$ cat config.mk
export PLATFORM = sky130hd
export DESIGN_NAME = seq_sub_slice
export DESIGN_NICKNAME = d
export VERILOG_FILES = /design/src/rtl/seq_sub_slice.sv
export SDC_FILE = /design/constraint.sdc
export NUM_CORES = 1
export LEC_CHECK = 0
export ABC_AREA = 1
export BUFFER_PORTS_ARGS = -buffer_cell sky130_fd_sc_hd__clkbuf_2
export CAP_MARGIN = 0
export CORE_MARGIN = 2
export CORE_UTILIZATION = 44
export DETAILED_ROUTE_END_ITERATION = 16
export GPL_TIMING_DRIVEN = 0
export PLACE_DENSITY_LB_ADDON = 0.1
export SLEW_MARGIN = 20
export SYNTH_ARGS = -nofsm -noshare
export SYNTH_HDL_FRONTEND = slang
export SYNTH_SLANG_ARGS = --single-unit
$ cat constraint.sdc
create_clock -name clk -period 5 [get_ports clk]
set_clock_uncertainty 0.15 [all_clocks]
set_input_delay 0.25 -clock clk [delete_from_list [all_inputs] [get_ports clk]]
set_output_delay 0.25 -clock clk [all_outputs]
set_load 0.01 [all_outputs]
$ cat src/rtl/seq_sub_slice.sv
`default_nettype none
// ============================================================================
// Module   : seq_sub_slice
// Purpose  : Multi-cycle a - b - bin, one 8-bit slice per clock, LSB first.
// Revision : 1.0  initial release
// ============================================================================
module seq_sub_slice #(
  parameter int WIDTH = 32
) (
  input  logic             clk,
  input  logic             rst,
  input  logic             in_valid,
  output logic             in_ready,
  input  logic [WIDTH-1:0] a,
  input  logic [WIDTH-1:0] b,
  input  logic             bin,
  output logic             out_valid,
  input  logic             out_ready,
  output logic [WIDTH-1:0] diff,
  output logic             bout,
  output logic             ovf
);

  localparam int N  = WIDTH / 8;
  localparam int KW = (N > 1) ? $clog2(N) : 1;
  localparam logic [KW-1:0] K_LAST = KW'(N - 1);

  typedef enum logic [1:0] {
    IDLE = 2'd0,
    RUN  = 2'd1,
    DONE = 2'd2
  } state_t;

  state_t           state;
  state_t           state_nxt;
  logic [WIDTH-1:0] a_q;
  logic [WIDTH-1:0] b_q;
  logic [KW-1:0]    k;
  logic             c;
  logic [7:0]       a_sl;
  logic [7:0]       b_sl;
  logic [8:0]       slice_sum;
  logic             last_slice;
  logic             accept;

  // Subtraction as a + ~b + c, where c holds the inverted borrow.
  always_comb begin
    a_sl       = a_q[{k, 3'b000} +: 8];
    b_sl       = b_q[{k, 3'b000} +: 8];
    slice_sum  = {1'b0, a_sl} + {1'b0, ~b_sl} + {8'd0, c};
    last_slice = (k == K_LAST);
  end

  assign in_ready  = (state == IDLE) & ~rst;
  assign out_valid = (state == DONE) & ~rst;
  assign accept    = in_valid & in_ready;

  always_comb begin
    state_nxt = state;
    case (state)
      IDLE:    if (accept) state_nxt = RUN;
      RUN:     if (last_slice) state_nxt = DONE;
      DONE:    if (out_ready) state_nxt = IDLE;
      default: state_nxt = IDLE;
    endcase
  end

  always_ff @(posedge clk) begin
    if (rst) begin
      state <= IDLE;
    end else begin
      state <= state_nxt;
    end
  end

  always_ff @(posedge clk) begin
    if (rst) begin
      a_q  <= '0;
      b_q  <= '0;
      k    <= '0;
      c    <= 1'b0;
      diff <= '0;
      bout <= 1'b0;
      ovf  <= 1'b0;
    end else if (accept) begin
      a_q <= a;
      b_q <= b;
      c   <= ~bin;
      k   <= '0;
    end else if (state == RUN) begin
      diff[{k, 3'b000} +: 8] <= slice_sum[7:0];
      c                      <= slice_sum[8];
      if (last_slice) begin
        bout <= ~slice_sum[8];
        ovf  <= (a_q[WIDTH-1] ^ b_q[WIDTH-1]) & (slice_sum[7] ^ a_q[WIDTH-1]);
      end else begin
        k <= k + KW'(1);
      end
    end
  end

endmodule
`default_nettype wire
## After elaboration in Yosys (flattened, before gate mapping)

Index checks and enable logic that the tools add are counted.

| storage, ports and cells | value |
|---|---|
| ROM bits | 0 |
| input bits | 69 |
| memories kept | 0 |
| latch bits | 0 |
| memory bits (writable) | 0 |
| output and inout port bits | 36 |
| register bits | 103 |
| logic and storage cells | 48 |

| operators by class | value |
|---|---|
| multiplexer cells | 7 |
| bitwise gates (word level) | 12 |
| div/mod/pow operators | 0 |
| reduce and logical (&&, ||, !) cells | 7 |
| equal/unequal tests | 6 |
| shift-type cells | 4 |
| $mul | 0 |
| add/sub/neg operators | 4 |
| order comparisons | 0 |

Operators with widths:

| cell | number |
|---|---|
| $shiftx A32 B6 Y8 | 2 |
| $bwmux W32 | 1 |
| $shift A8 B7 Y32 const A | 1 |
| $shiftx A8 B7 Y32 | 1 |
| $add A8 B8 Y9 | 1 |
| $add A9 B1 Y9 | 1 |
| $not A8 Y8 | 1 |
| $neg A5 Y7 | 1 |
| $mux W2 | 3 |
| $ne A2 B2 Y1 const B | 3 |
| $pmux W2 S3 | 1 |
| $reduce_and A3 Y1 | 2 |
| $not A1 Y1 | 5 |
| $and A1 B1 Y1 | 4 |
| $eq A2 B2 Y1 const B | 2 |
| $reduce_and A2 Y1 | 2 |
| $add A2 B1 Y2 const B | 1 |
| $eq A2 B1 Y1 const B | 1 |
| $logic_not A2 Y1 | 1 |
| $mux W1 | 2 |
| $reduce_bool A2 Y1 | 1 |
| $reduce_or A2 Y1 | 1 |
| $xor A1 B1 Y1 | 2 |

## Longest topological paths before layout

| depth | value |
|---|---|
| depth in word-level cells | 6 |
| depth in mapped cells | 17 |
| mapped depth without buffers | 16 |

## Worst setup path after synthesis

OpenSTA, ideal clock, no wires.

| timing | value |
|---|---|
| path type | register -> register |
| from | register k[0] |
| to | register diff[28] |
| path buffers | 2 |
| data arrival time | 2.539 ns |
| clock period less this slack | 2.759 ns |
| stages on the path, launching flop included | 13 |
| slack | 2.241 ns |
| data required time | 4.779 ns |
| library setup time | 0.071 ns |
| path through | dfxtp_1 buf_2 clkbuf_1 o21ai_0 a21oi_1 a21oi_1 fa_1 fa_1 inv_1 a21oi_1 xnor2_1 nand4_1 a21oi_1 |

| between the ends | value |
|---|---|
| longest elaborated chain between the ends | 6 |
| elaborated cells on any way between the ends | 9 |
| those cells by class | add/sub: 3; shift: 4; mux: 1; bitwise: 1 |

RTL lines:

| element | line | text |
|---|---|---|
| start, declared | 38 | `logic [KW-1:0] k;` |
| start signal, assigned | 97 | `k <= k + KW'(1);` |
| $shiftx A32 B6 Y8 | 49 | `b_sl = b_q[{k, 3'b000} +: 8];` |
| $not A8 Y8 | 50 | `slice_sum = {1'b0, a_sl} + {1'b0, ~b_sl} + {8'd0, c};` |
| $add A8 B8 Y9 | 50 |  |
| $add A9 B1 Y9 | 50 |  |
| $shiftx A8 B7 Y32 | 91 | `diff[{k, 3'b000} +: 8] <= slice_sum[7:0];` |
| $bwmux W32 * | 91 |  |
| end signal, assigned by index | 91 |  |
| end, declared | 19 | `output logic [WIDTH-1:0] diff,` |

Every way passes the cells marked *; elsewhere a longest branch is shown, timed or not.
A chain may end at the register's enable or synchronous reset.

## Final worst setup path

| timing | value |
|---|---|
| from | register k[0] |
| to | register diff[12] |

Same word-level chain as after synthesis.

==> qor.csv <==
stage,metric,value,unit
sta,rsz0062_at_grt,false,
drt,drtAntennaViolNets,0,
clocking,cts_root_buf,clkbuf_8,
yosys,synth_warnings,0,
sta,hold_slack,0.01293,ns
yosys,async_flop_share,0,%
grt,grt_max_degree,18,
floorplan,die_w,107.3,um
placement,dp_slack,1.588,ns
placement,numPortBuffers,103,
finish,area_delta_synth_final,32.20,%
sta,worst_slack,1.544,ns
setup_path,cp_slowest_cell,fa_1,
yosys,syn_area,4695,sq um
setup_path,cpLargestDelayFamily,adder cells,
sta,slew_headroom,55.55,%
clocking,cts_tree,built,
drt,wl_per_cell,15.46,um
yosys,synth_flop_cell,dfxtp_1,
grt,grt_pass1_wl,23420,um
yosys,synth.largest_area_cell,dfxtp_1,
yosys,synth_top_cells_by_count,"129 x nand2_1, 126 x nand3_1, 103 x dfxtp_1",
sta,worst_pin_slew,0.6668,ns
yosys,syn_nets,719,
clocking,cts.reportedPaths.clkPinSlew,0.10,ns
pwr,p_per_area,315.0,nW/um^2
yosys,synthTopCellsByArea,"dfxtp_1 44%, nand3_1 13%, nand2_1 10%",
placement,gp_congestion,0.8501,
setup_path,startpoint_type,flip-flop,
setup_path,critical_path_arrival,3.61,ns
yosys,synthDistinctLibCells,33,
drt,vias,4989,
pwr,ir_drop,171.9,uV
yosys,syn_inst,635,
drt,remaining_drc_errors,0,
setup_path,endpoint_kind,flip-flop,
sta,period_needed,3.456,ns
floorplan,rows,37,
yosys,synth_edf_count,0,
pwr,p_total,1955,uW
sta,fin_crit_sh,69.12,%
sta,setup_tns,0,ns
sta,finalHoldViolCount,0,
yosys,syn_area_per_cell,7.393,sq um
drt,drt-total-wl,14730,um
clocking,cts.sinks,103,
yosys,synth_seq_cells,103,
yosys,synth_top_area_share,43.92,%
floorplan,ioPinCount,105,
setup_path,cp.buffers_inverters,3,
setup_path,r2r-start,k[0]$_SDFFE_PP0P_,
placement,post_dp_cell_area,5380,sq um
floorplan,dieArea,11510,sq um
sta,final_max_slew_viol_count,0,
setup_path,path_max_fanout,10,
sta,final-setup-viol-count,0,
clocking,clk_latency,0.38,ns
floorplan,die_y,107.3,um
setup_path,cp_cell_sequence,buf_2 > clkbuf_1 > o21ai_0 > a21oi_1 > a21oi_1 > fa_1 > fa_1 > inv_1 > a21oi_1 > xnor2_1 > nand4_1 > a21oi_1,
grt,grt_use_total,26.38,%
drt,first_pass_iters,5,
setup_path,crit_start,k[0]$_SDFFE_PP0P_,
clocking,htreeDepth,3,
run,cap_violations,0,
clocking,cts_buffers,9,
setup_path,cp.required,5.16,ns
finish,drive_above_1_share,17.63,%
finish,nets,896,
status,status,completed,
min_path,hold_path_startpoint,a[0],
drt,drtIter0Drc,338,
clocking,cts_buffer_depth,2,
yosys,synth_most_common_cell,nand2_1,
finish,fin_area,6206,sq um
drt,viasPerCell,5.235,
min_path,hp-class,in2reg,
grt,grt_pass1_vias,4799,
sta,fmax,289.3,MHz
setup_path,criticalPathCategory,reg2reg,
finish,insertedDiodeCount,0,
grt,antenna_found_initial,0,
placement,dp_hpwl,10550,um
floorplan,initial_core_util,45.47,%
grt,grt-ovfl-total,0,
setup_path,max_stage_delay,0.48,ns
setup_path,crit_top_cell,a21oi_1,
floorplan,core-area,10320,sq um
yosys,yosysSeqAreaShare,43.92,%
pwr,p_leak,0.002815,uW
==> logic make-up after synthesis <==
| group | synth area share, % |
|---|---|
| xor gates and xnor gates | 0.5598 |
| adders and majority gates | 4.318 |
| AOI/OAI and AO/OA | 13.03 |
| DFF | 43.92 |
| buffers and inverters | 7.463 |
| and+or+nand+nor | 30.70 |
==> timing repair <==
action / CTS / global route
hold buffers: 63 / 0
endpoints found under the hold margin: 63 / 0
setup buffers: 0 / 0
setup endpoints to repair: 0 / 0
resized for setup: 0 / 0
==> area by class of cell <==
type                            instances  area [sq um]
Buffer                                 42         177.7
Multi-Input combinational cell        444          2282
Clock buffer                           11         131.4
Tap cell                              136         170.2
Sequential cell                       103          2062
Fill cell                            1000          4118
Clock inverter                          5         63.81
Inverter                               46         172.7
Timing Repair Buffer                  166          1146
==> metrics by stage <==
step                cells  utilization (%)
finish                953            60.11
global route          953            60.11
CTS                   953            60.11
detailed placement    874            52.11
global placement      874            52.11
floorplan             635                -
==> per-layer routing <==
layer	track usage, %	share of wire (%)
met1	33.45	43
met2	44.85	48
met3	3.632	6.3
met4	11.22	3.1
met5	0	0
==> worst min-delay path: stages <==
cell,delay [ns]
clkbuf_2,0.08
nand3_1,0.07
o21ai_0,0.08
==> cells in the final DEF (no fill, tap or decap), drive strengths merged, types with 7 or more instances in the layout <==
cell         netlist  layout
nand3            126     126
o21ai             48      48
a21oi             51      51
dfxtp            103     103
ha                13      13
clkbuf            24     138
o22ai              7       7
nand4             11      11
nor2              33      33
nand2            133     133
inv               44      47
buf               18      18
dlygate4sd3        0      63
==> path summary, 6_finish.rpt <==
check                           cells past startpoint                    end  slack, ns
worst max-delay path                               12  diff[12]$_SDFFE_PP0P_       1.54
worst min register to register                      2   a_q[20]$_SDFFE_PP0P_       0.31
worst max register to register                     12  diff[12]$_SDFFE_PP0P_       1.54
worst min-delay path                                3    a_q[0]$_SDFFE_PP0P_       0.01
==> where the power goes <==
group / internal (uW) / total [uW] / switching [uW]
clock network: 238 / 534 / 297
registers: 875 / 903 / 28.8
logic: 190 / 517 / 327
total: 1300 / 1950 / 652
==> flip-flops by register name, indices dropped and copies added, names as in the netlist <==
signal / count
a_q: 32
b_q: 32
diff: 32
k: 2
state: 2
bout: 1
c: 1
ovf: 1
Power figures use the tool's default switching activity.
